## src/rtl/alu_opctrl_pkg.sv

```systemverilog
// Shared types and constants for the ALU operand controller.
package alu_opctrl_pkg;

  typedef enum logic [1:0] {
    WAIT_A = 2'd0,
    WAIT_B = 2'd1,
    ISSUE  = 2'd2,
    DONE   = 2'd3
  } state_e;

  localparam int unsigned BTN_ENTER = 0;
  localparam int unsigned BTN_CLEAR = 1;

endpackage

```

## src/rtl/btn_debounce.sv

```systemverilog
// Button conditioner: 2-FF synchronizer, stability counter and a one-cycle
// press pulse on each accepted rising edge.
module btn_debounce #(
  parameter int unsigned DEBOUNCE_CYC = 1000000
) (
  input  logic clk,
  input  logic rst,
  input  logic btn_raw,
  output logic btn_stable,
  output logic press
);

  localparam int unsigned CW = (DEBOUNCE_CYC > 1) ? $clog2(DEBOUNCE_CYC) : 1;
  localparam logic [CW-1:0] CntMax = CW'(DEBOUNCE_CYC - 1);

  logic          sync1_q;
  logic          sync2_q;
  logic          prev_q;
  logic [CW-1:0] cnt_q;

  always_ff @(posedge clk or negedge rst) begin
    if (!rst) begin
      sync1_q    <= 1'b0;
      sync2_q    <= 1'b0;
      btn_stable <= 1'b0;
      cnt_q      <= '0;
      prev_q     <= 1'b0;
      press      <= 1'b0;
    end else begin
      sync1_q <= btn_raw;
      sync2_q <= sync1_q;
      // Any return to the accepted level restarts the stability window.
      if (sync2_q == btn_stable) begin
        cnt_q <= '0;
      end else if (cnt_q == CntMax) begin
        btn_stable <= sync2_q;
        cnt_q      <= '0;
      end else begin
        cnt_q <= cnt_q + CW'(1);
      end
      prev_q <= btn_stable;
      press  <= btn_stable & ~prev_q;
    end
  end

endmodule

```

## src/rtl/alu_operand_ctrl.sv

```systemverilog
// Stages operands A, B and opcode from the switches and issues them with a
// valid/ready handshake. Define ALU_OPCTRL_CNT_EN to add the op_cnt counter.
module alu_operand_ctrl
  import alu_opctrl_pkg::*;
#(
  parameter int unsigned DW           = 4,
  parameter int unsigned SEL_W        = 3,
  parameter int unsigned DEBOUNCE_CYC = 1000000
) (
  input  logic             clk,
  input  logic             rst,
  input  logic [4:0]       btn,
  input  logic [15:0]      sw,
  output logic [DW-1:0]    op_a,
  output logic [DW-1:0]    op_b,
  output logic [SEL_W-1:0] op_sel,
  output logic             op_valid,
  input  logic             op_ready,
  output logic [1:0]       stage
`ifdef ALU_OPCTRL_CNT_EN
  ,
  output logic [7:0]       op_cnt
`endif
);

  state_e state;
  logic   enter_press;
  logic   clear_press;
  logic   unused_enter_lvl;
  logic   unused_clear_lvl;
  logic   unused_in;

  assign unused_in = ^{btn[4:2], sw};

  btn_debounce #(
    .DEBOUNCE_CYC(DEBOUNCE_CYC)
  ) u_db_enter (
    .clk       (clk),
    .rst       (rst),
    .btn_raw   (btn[BTN_ENTER]),
    .btn_stable(unused_enter_lvl),
    .press     (enter_press)
  );

  btn_debounce #(
    .DEBOUNCE_CYC(DEBOUNCE_CYC)
  ) u_db_clear (
    .clk       (clk),
    .rst       (rst),
    .btn_raw   (btn[BTN_CLEAR]),
    .btn_stable(unused_clear_lvl),
    .press     (clear_press)
  );

  assign stage = state;

  always_ff @(posedge clk or negedge rst) begin
    if (!rst) begin
      state    <= WAIT_A;
      op_a     <= '0;
      op_b     <= '0;
      op_sel   <= '0;
      op_valid <= 1'b0;
    end else if (clear_press) begin
      // CLEAR outranks ENTER and a coincident handshake.
      state    <= WAIT_A;
      op_a     <= '0;
      op_b     <= '0;
      op_sel   <= '0;
      op_valid <= 1'b0;
    end else begin
      unique case (state)
        WAIT_A: begin
          if (enter_press) begin
            op_a  <= sw[DW-1:0];
            state <= WAIT_B;
          end
        end
        WAIT_B: begin
          if (enter_press) begin
            op_b     <= sw[2*DW-1:DW];
            op_sel   <= sw[15 -: SEL_W];
            op_valid <= 1'b1;
            state    <= ISSUE;
          end
        end
        ISSUE: begin
          if (op_valid && op_ready) begin
            op_valid <= 1'b0;
            state    <= DONE;
          end
        end
        DONE: begin
          if (enter_press) begin
            op_a  <= sw[DW-1:0];
            state <= WAIT_B;
          end
        end
        default: state <= WAIT_A;
      endcase
    end
  end

`ifdef ALU_OPCTRL_CNT_EN
  // Survives CLEAR; only reset zeroes it.
  always_ff @(posedge clk or negedge rst) begin
    if (!rst) begin
      op_cnt <= '0;
    end else if (!clear_press && state == ISSUE && op_valid && op_ready) begin
      op_cnt <= op_cnt + 8'd1;
    end
  end
`endif

endmodule

```

## config.mk

```make
export PLATFORM = sky130hd
export DESIGN_NAME = alu_operand_ctrl
export DESIGN_NICKNAME = d
export VERILOG_FILES = /design/src/rtl/alu_opctrl_pkg.sv /design/src/rtl/btn_debounce.sv /design/src/rtl/alu_operand_ctrl.sv
export SDC_FILE = /design/constraint.sdc
export NUM_CORES = 1
export LEC_CHECK = 0
export CORE_UTILIZATION = 50
export DETAILED_ROUTE_END_ITERATION = 8
export PLACE_DENSITY = 0.82
export SLEW_MARGIN = 20
export SYNTH_ARGS = -nofsm -noshare
export SYNTH_HDL_FRONTEND = slang
export SYNTH_HIERARCHICAL = 1
export SYNTH_SLANG_ARGS = --single-unit
```

## constraint.sdc

```tcl
create_clock -name clk -period 2 [get_ports clk]
set_input_delay 0.3 -clock clk [delete_from_list [all_inputs] [get_ports clk]]
set_output_delay 0.3 -clock clk [all_outputs]
set_load 0.005 [all_outputs]
```

# [Yosys cells after proc, flatten, opt, wreduce, memory -nomap -nowiden]
# Index checks and enable logic that the tools add are counted.
[op_classes] add_sub_neg=2 bitwise=6 muxes=22 reduce_logical=13 eq_ne=10
[op_table] operator="$mux 20" count=4
[op_table] operator="$add 20x1->20 const B" count=2
[op_table] operator="$eq 20x20->1 const B" count=2
[op_table] operator="$mux 4" count=6
[op_table] operator="$mux 3" count=3
[op_table] operator="$mux 2" count=4
[op_table] operator="$reduce_and 2->1" count=4
[op_table] operator="$ne 3x1->1 const B" count=2
[op_table] operator="$pmux 2 s3" count=1
[op_table] operator="$reduce_and 3->1" count=2
[op_table] operator="$reduce_bool 2->1" count=3
[op_table] operator="$eq 2x2->1 const B" count=2
[op_table] operator="$not 1->1" count=4
[op_table] operator="$mux 1" count=3
[op_table] operator="$ne 3x2->1 const B" count=1
[op_table] operator="$reduce_bool 3->1" count=1
[op_table] operator="$and 1x1->1" count=2
[op_table] operator="$eq 1x1->1" count=2
[op_table] operator="$eq 2x1->1 const B" count=1
[op_table] operator="$logic_not 2->1" count=1
[op_table] operator="$pmux 1 s2" count=1
[op_table] operator="$reduce_or 2->1" count=1
[op_table] operator="$logic_and 1x1->1" count=1
[totals] regBits=64 inputBits=24 out_inout_bits=14 wordCells=70

# [Logic depth before layout (Yosys ltp)]
[logic_depth] depth_word=4 ltp_mapped=6 depth_no_buf=5

# [Modules after synthesis]
# The synthesis kept the hierarchy.
[modules_own_cells] mod="btn_debounce" n_inst=2 area_each_um2=1171.1 cells_per_inst=111 seq_area_each_um2=625.6
[modules_own_cells] mod="alu_operand_ctrl" n_inst=1 area_each_um2=686.9 cells_per_inst=73 seq_area_each_um2=350.3

# [Least setup slack after synthesis]
# No wires, ideal clock.
[synth_timing] kind="register to register" start="register u_db_clear.cnt_q[4]" end="register u_db_clear.cnt_q[17]" t_required_ns=1.922 synth_period_minus_slack_ns=1.619 stages_incl_launch_ff=5 path_slack_ns=0.381 arrival_ns=1.541 path_cell_list="dfrtp_1 nand4_4 or4_1 or3_1 a21oi_1"
[synth_between] elab_chain_len=3 word_cells_on_any_way=4
[synth_lines] element="start, declared" line="btn_debounce.sv:19" text="logic [CW-1:0] cnt_q;"
[synth_lines] element="start signal, assigned" line="btn_debounce.sv:39" text="cnt_q <= cnt_q + CW'(1);"
[synth_lines] element="$add 20x1->20 / $eq 20x20->1 (equally long branches)" line="btn_debounce.sv:39, btn_debounce.sv:35"
[synth_lines] element="$mux 20 (*)" line="btn_debounce.sv:35" text="end else if (cnt_q == CntMax) begin"
[synth_lines] element="$mux 20 (*)" line="btn_debounce.sv:33" text="if (sync2_q == btn_stable) begin"
# Every way passes the cells marked *; elsewhere a longest branch is shown, timed or not.
# A chain may end at the register's enable or synchronous reset.

# [Final worst setup path]
[layout_timing] start="register u_db_enter.cnt_q[0]" end="register u_db_enter.cnt_q[18]"
[layout_between] elab_chain_len=3 word_cells_on_any_way=4
[layout_lines] element="start, declared" line="btn_debounce.sv:19"
[layout_lines] element="start signal, assigned" line="btn_debounce.sv:39"
[layout_lines] element="$add 20x1->20 / $eq 20x20->1 (equally long branches)" line="btn_debounce.sv:39, btn_debounce.sv:35"
[layout_lines] element="$mux 20 (*)" line="btn_debounce.sv:35"
[layout_lines] element="$mux 20 (*)" line="btn_debounce.sv:33"
# Marks and branches as above.

==> metrics.txt <==
first-pass GRT wire length=10000 um; final worst-path cycle share=92.0%; final setup fails=0; die area=6370 um^2; Core ar.=5680 um^2; WP data required=2210 ps; Gate Count Post-Synth=295; total leakage power=1.53 nW; clk_skew=7.47 ps; DRT Pass-1 Iters=4; placer congestion estimate=0.787; total power=2.69 mW; Rows=27; H-tree levels=3; Post-DRT Antenna Nets=0; Fill cells=434; Hold Fails Final Rpt=0; Power per Cell Area=733 nW/um^2; via/cell ratio=5.45; peak supply drop=0.599 mV; CTS Sinks=64; outcome=finished, final reports clean; I/O pins=38; unrepaired setup endpoints after global routing=no; CTS tree=done; Synth Net Count=324; #FFs+latches synth=64; Storage cell area=1600 um^2; Num CTS Buffers=9; dpl cell area=3420 um^2; layout cells sized above 1=10.5%; Seq/Total Area, Yosys=52.9%; worst slew pin tran=546 ps; Starting Density=53.4%; Synth cell types=34; f_max=544 MHz; pins over their slew limit=0; WS Path Type=flip-flop to flip-flop; Resized Gates After CTS=0; vias in the first global route=2156; relative slew slack=63.3%; drc violations=0; synthesized area=3030 um^2; DR iter-0 viols=95; DP HPWL=3880 um; clk slew on worst S/H paths=70 ps; drt total wl=5720 um; CTS Root Cell=clkbuf_8; ANT cells=0; Max-Cap Viols=0; number of antenna violations at the first check in global routing=0; Buffers on Ports=29; startpoint types=flip-flop; Synth Area per Inst=10.3 um^2; setup TNS=0 ps; multi-input logic area=1350 um^2; Synth warnings=6; Final #Nets=367; Worst Setup End Kind=flip-flop; GRT Total Usage=21.1%; crit-path max FO=5; Design Area, Final=3670 um^2; Hold Crit Class=flip-flop to flip-flop; Die H=79.8 um; Area Growth Syn to Fin=21.0%; Hold WS=348 ps; arrival time worst endpoint=2050 ps; # Post-CTS Setup Buffers=0; grt ovf=0; vias=2262; largest net degree at the start of global routing=28; cts hold-fix bufs=1; WL per Instance=13.8 um; Clk Latency, worst-skew pair=340 ps; fin crit period=1840 ps; CTS max path bufs=2; DIE WIDTH=79.8 um
==> metrics by stage <==
stage          setup WS (ps)  instances  util, %
2_1_floorplan            381        295        -
3_3_place_gp             256        398     60.3
3_5_place_dp             178        398     60.3
4_1_cts                  171        415     64.6
5_1_grt                 1.85        415     64.6
6_report                 161        415     64.6
==> cells in the mapped netlist <==
| cell type | count | area (um^2) |
|---|---|---|
| o21ai_1 | 1 | 5.00 |
| inv_1 | 11 | 41.3 |
| o41ai_2 | 1 | 16.3 |
| nand3_1 | 23 | 115 |
| nor4_1 | 8 | 50.1 |
| o21ba_2 | 1 | 10.0 |
| and4_1 | 4 | 35.0 |
| a21boi_2 | 1 | 11.3 |
| o21ai_0 | 6 | 30.0 |
| mux2i_1 | 4 | 40.0 |
| or3_1 | 4 | 25.0 |
| or4_1 | 2 | 15.0 |
| buf_6 | 1 | 11.3 |
| dfrtp_1 | 64 | 1600 |
| and2_1 | 2 | 12.5 |
| nor3_1 | 10 | 50.1 |
| nand4_1 | 6 | 37.5 |
| nor2b_1 | 5 | 31.3 |
| a21oi_1 | 17 | 85.1 |
| buf_2 | 3 | 15.0 |
| xnor2_1 | 22 | 193 |
| a211o_1 | 1 | 8.76 |
| nor2_1 | 38 | 143 |
| nor4b_1 | 4 | 35.0 |
| mux2_2 | 2 | 22.5 |
| nand4_4 | 2 | 42.5 |
| buf_4 | 2 | 15.0 |
| and3_1 | 2 | 12.5 |
| nand2_1 | 27 | 101 |
| nor4_2 | 2 | 25.0 |
| ha_1 | 5 | 62.6 |
| xor2_1 | 10 | 87.6 |
| nand4_2 | 2 | 25.0 |
| o21ai_2 | 2 | 17.5 |
==> path summary, 6_finish.rpt <==
| path | start | end | slack [ps] | depth (start not counted) |
|---|---|---|---|---|
| setup reg to reg | u_db_enter/cnt_q[0] | u_db_enter/cnt_q[18] | 160 | 5 |
| setup / recovery | u_db_enter/cnt_q[0] | u_db_enter/cnt_q[18] | 160 | 5 |
| hold reg to reg | u_db_clear/sync1_q | u_db_clear/sync2_q | 350 | 0 |
| hold / removal | u_db_clear/sync1_q | u_db_clear/sync2_q | 350 | 0 |
| max in group asynchronous | rst | u_db_enter/cnt_q[9] | 810 | 3 |
| min in group asynchronous | rst | u_db_clear/btn_stable | 470 | 2 |
==> logic make-up after synthesis <==
| family | synth area share [%] |
|---|---|
| muxes | 2.07 |
| xor gates and xnor gates | 9.25 |
| DFF | 52.9 |
| buffers and inverters | 2.73 |
| adders and majority gates | 2.07 |
| AOI/OAI and AO/OA | 6.07 |
| and+or+nand+nor | 24.9 |
==> state kept, by name, summed over array words and instances (netlist names) <==
name                   cells
u_db_clear/cnt_q          20
u_db_enter/cnt_q          20
op_a                       4
op_b                       4
op_sel                     3
stage                      2
op_valid                   1
u_db_clear/btn_stable      1
u_db_clear/press           1
u_db_clear/prev_q          1
u_db_clear/sync1_q         1
u_db_clear/sync2_q         1
u_db_enter/btn_stable      1
u_db_enter/press           1
u_db_enter/prev_q          1
u_db_enter/sync1_q         1
u_db_enter/sync2_q         1
==> layout by cell type (no fill, tap or decap), types with 11 or more instances in the layout <==
cell,instances
a21oi_1,17
clkbuf_8,12
dfrtp_1,64
inv_1,11
nand3_1,23
nor2_1,38
nand2_1,27
xnor2_1,22
clkdlybuf4s50_1,28
==> metal layers <==
metal	wire length [um]	vias to the layer above	GRT usage, %
met5	0	-	0
met4	91	0	7.50
met3	300	9	8.80
met2	2720	49	33.5
met1	2610	1093	25.6
li1	-	1111	-
==> worst max-delay path, stage by stage, from the launching register on <==
cell	delay, ps
dfrtp_1	420
ha_1	240
nand3_1	130
nor4_2	440
mux2i_1	130
nor4b_1	360
==> power breakdown <==
part / leakage (nW) / switching (mW) / internal, mW
Sequential: 0.807 / 0.0147 / 1.31
Clock: 0.117 / 0.464 / 0.805
Combinational: 0.610 / 0.0509 / 0.0437
Total: 1.53 / 0.530 / 2.16
==> area by class of cell <==
type                            instances  area share, %
Timing Repair Buffer                   38           9.69
Multi-Input combinational cell        214           36.7
Clock buffer                           14           4.71
Inverter                               11           1.13
Clock inverter                          2           1.64
Sequential cell                        64           43.7
Tap cell                               72           2.46
No activity file was read; power rests on OpenSTA's default activity.
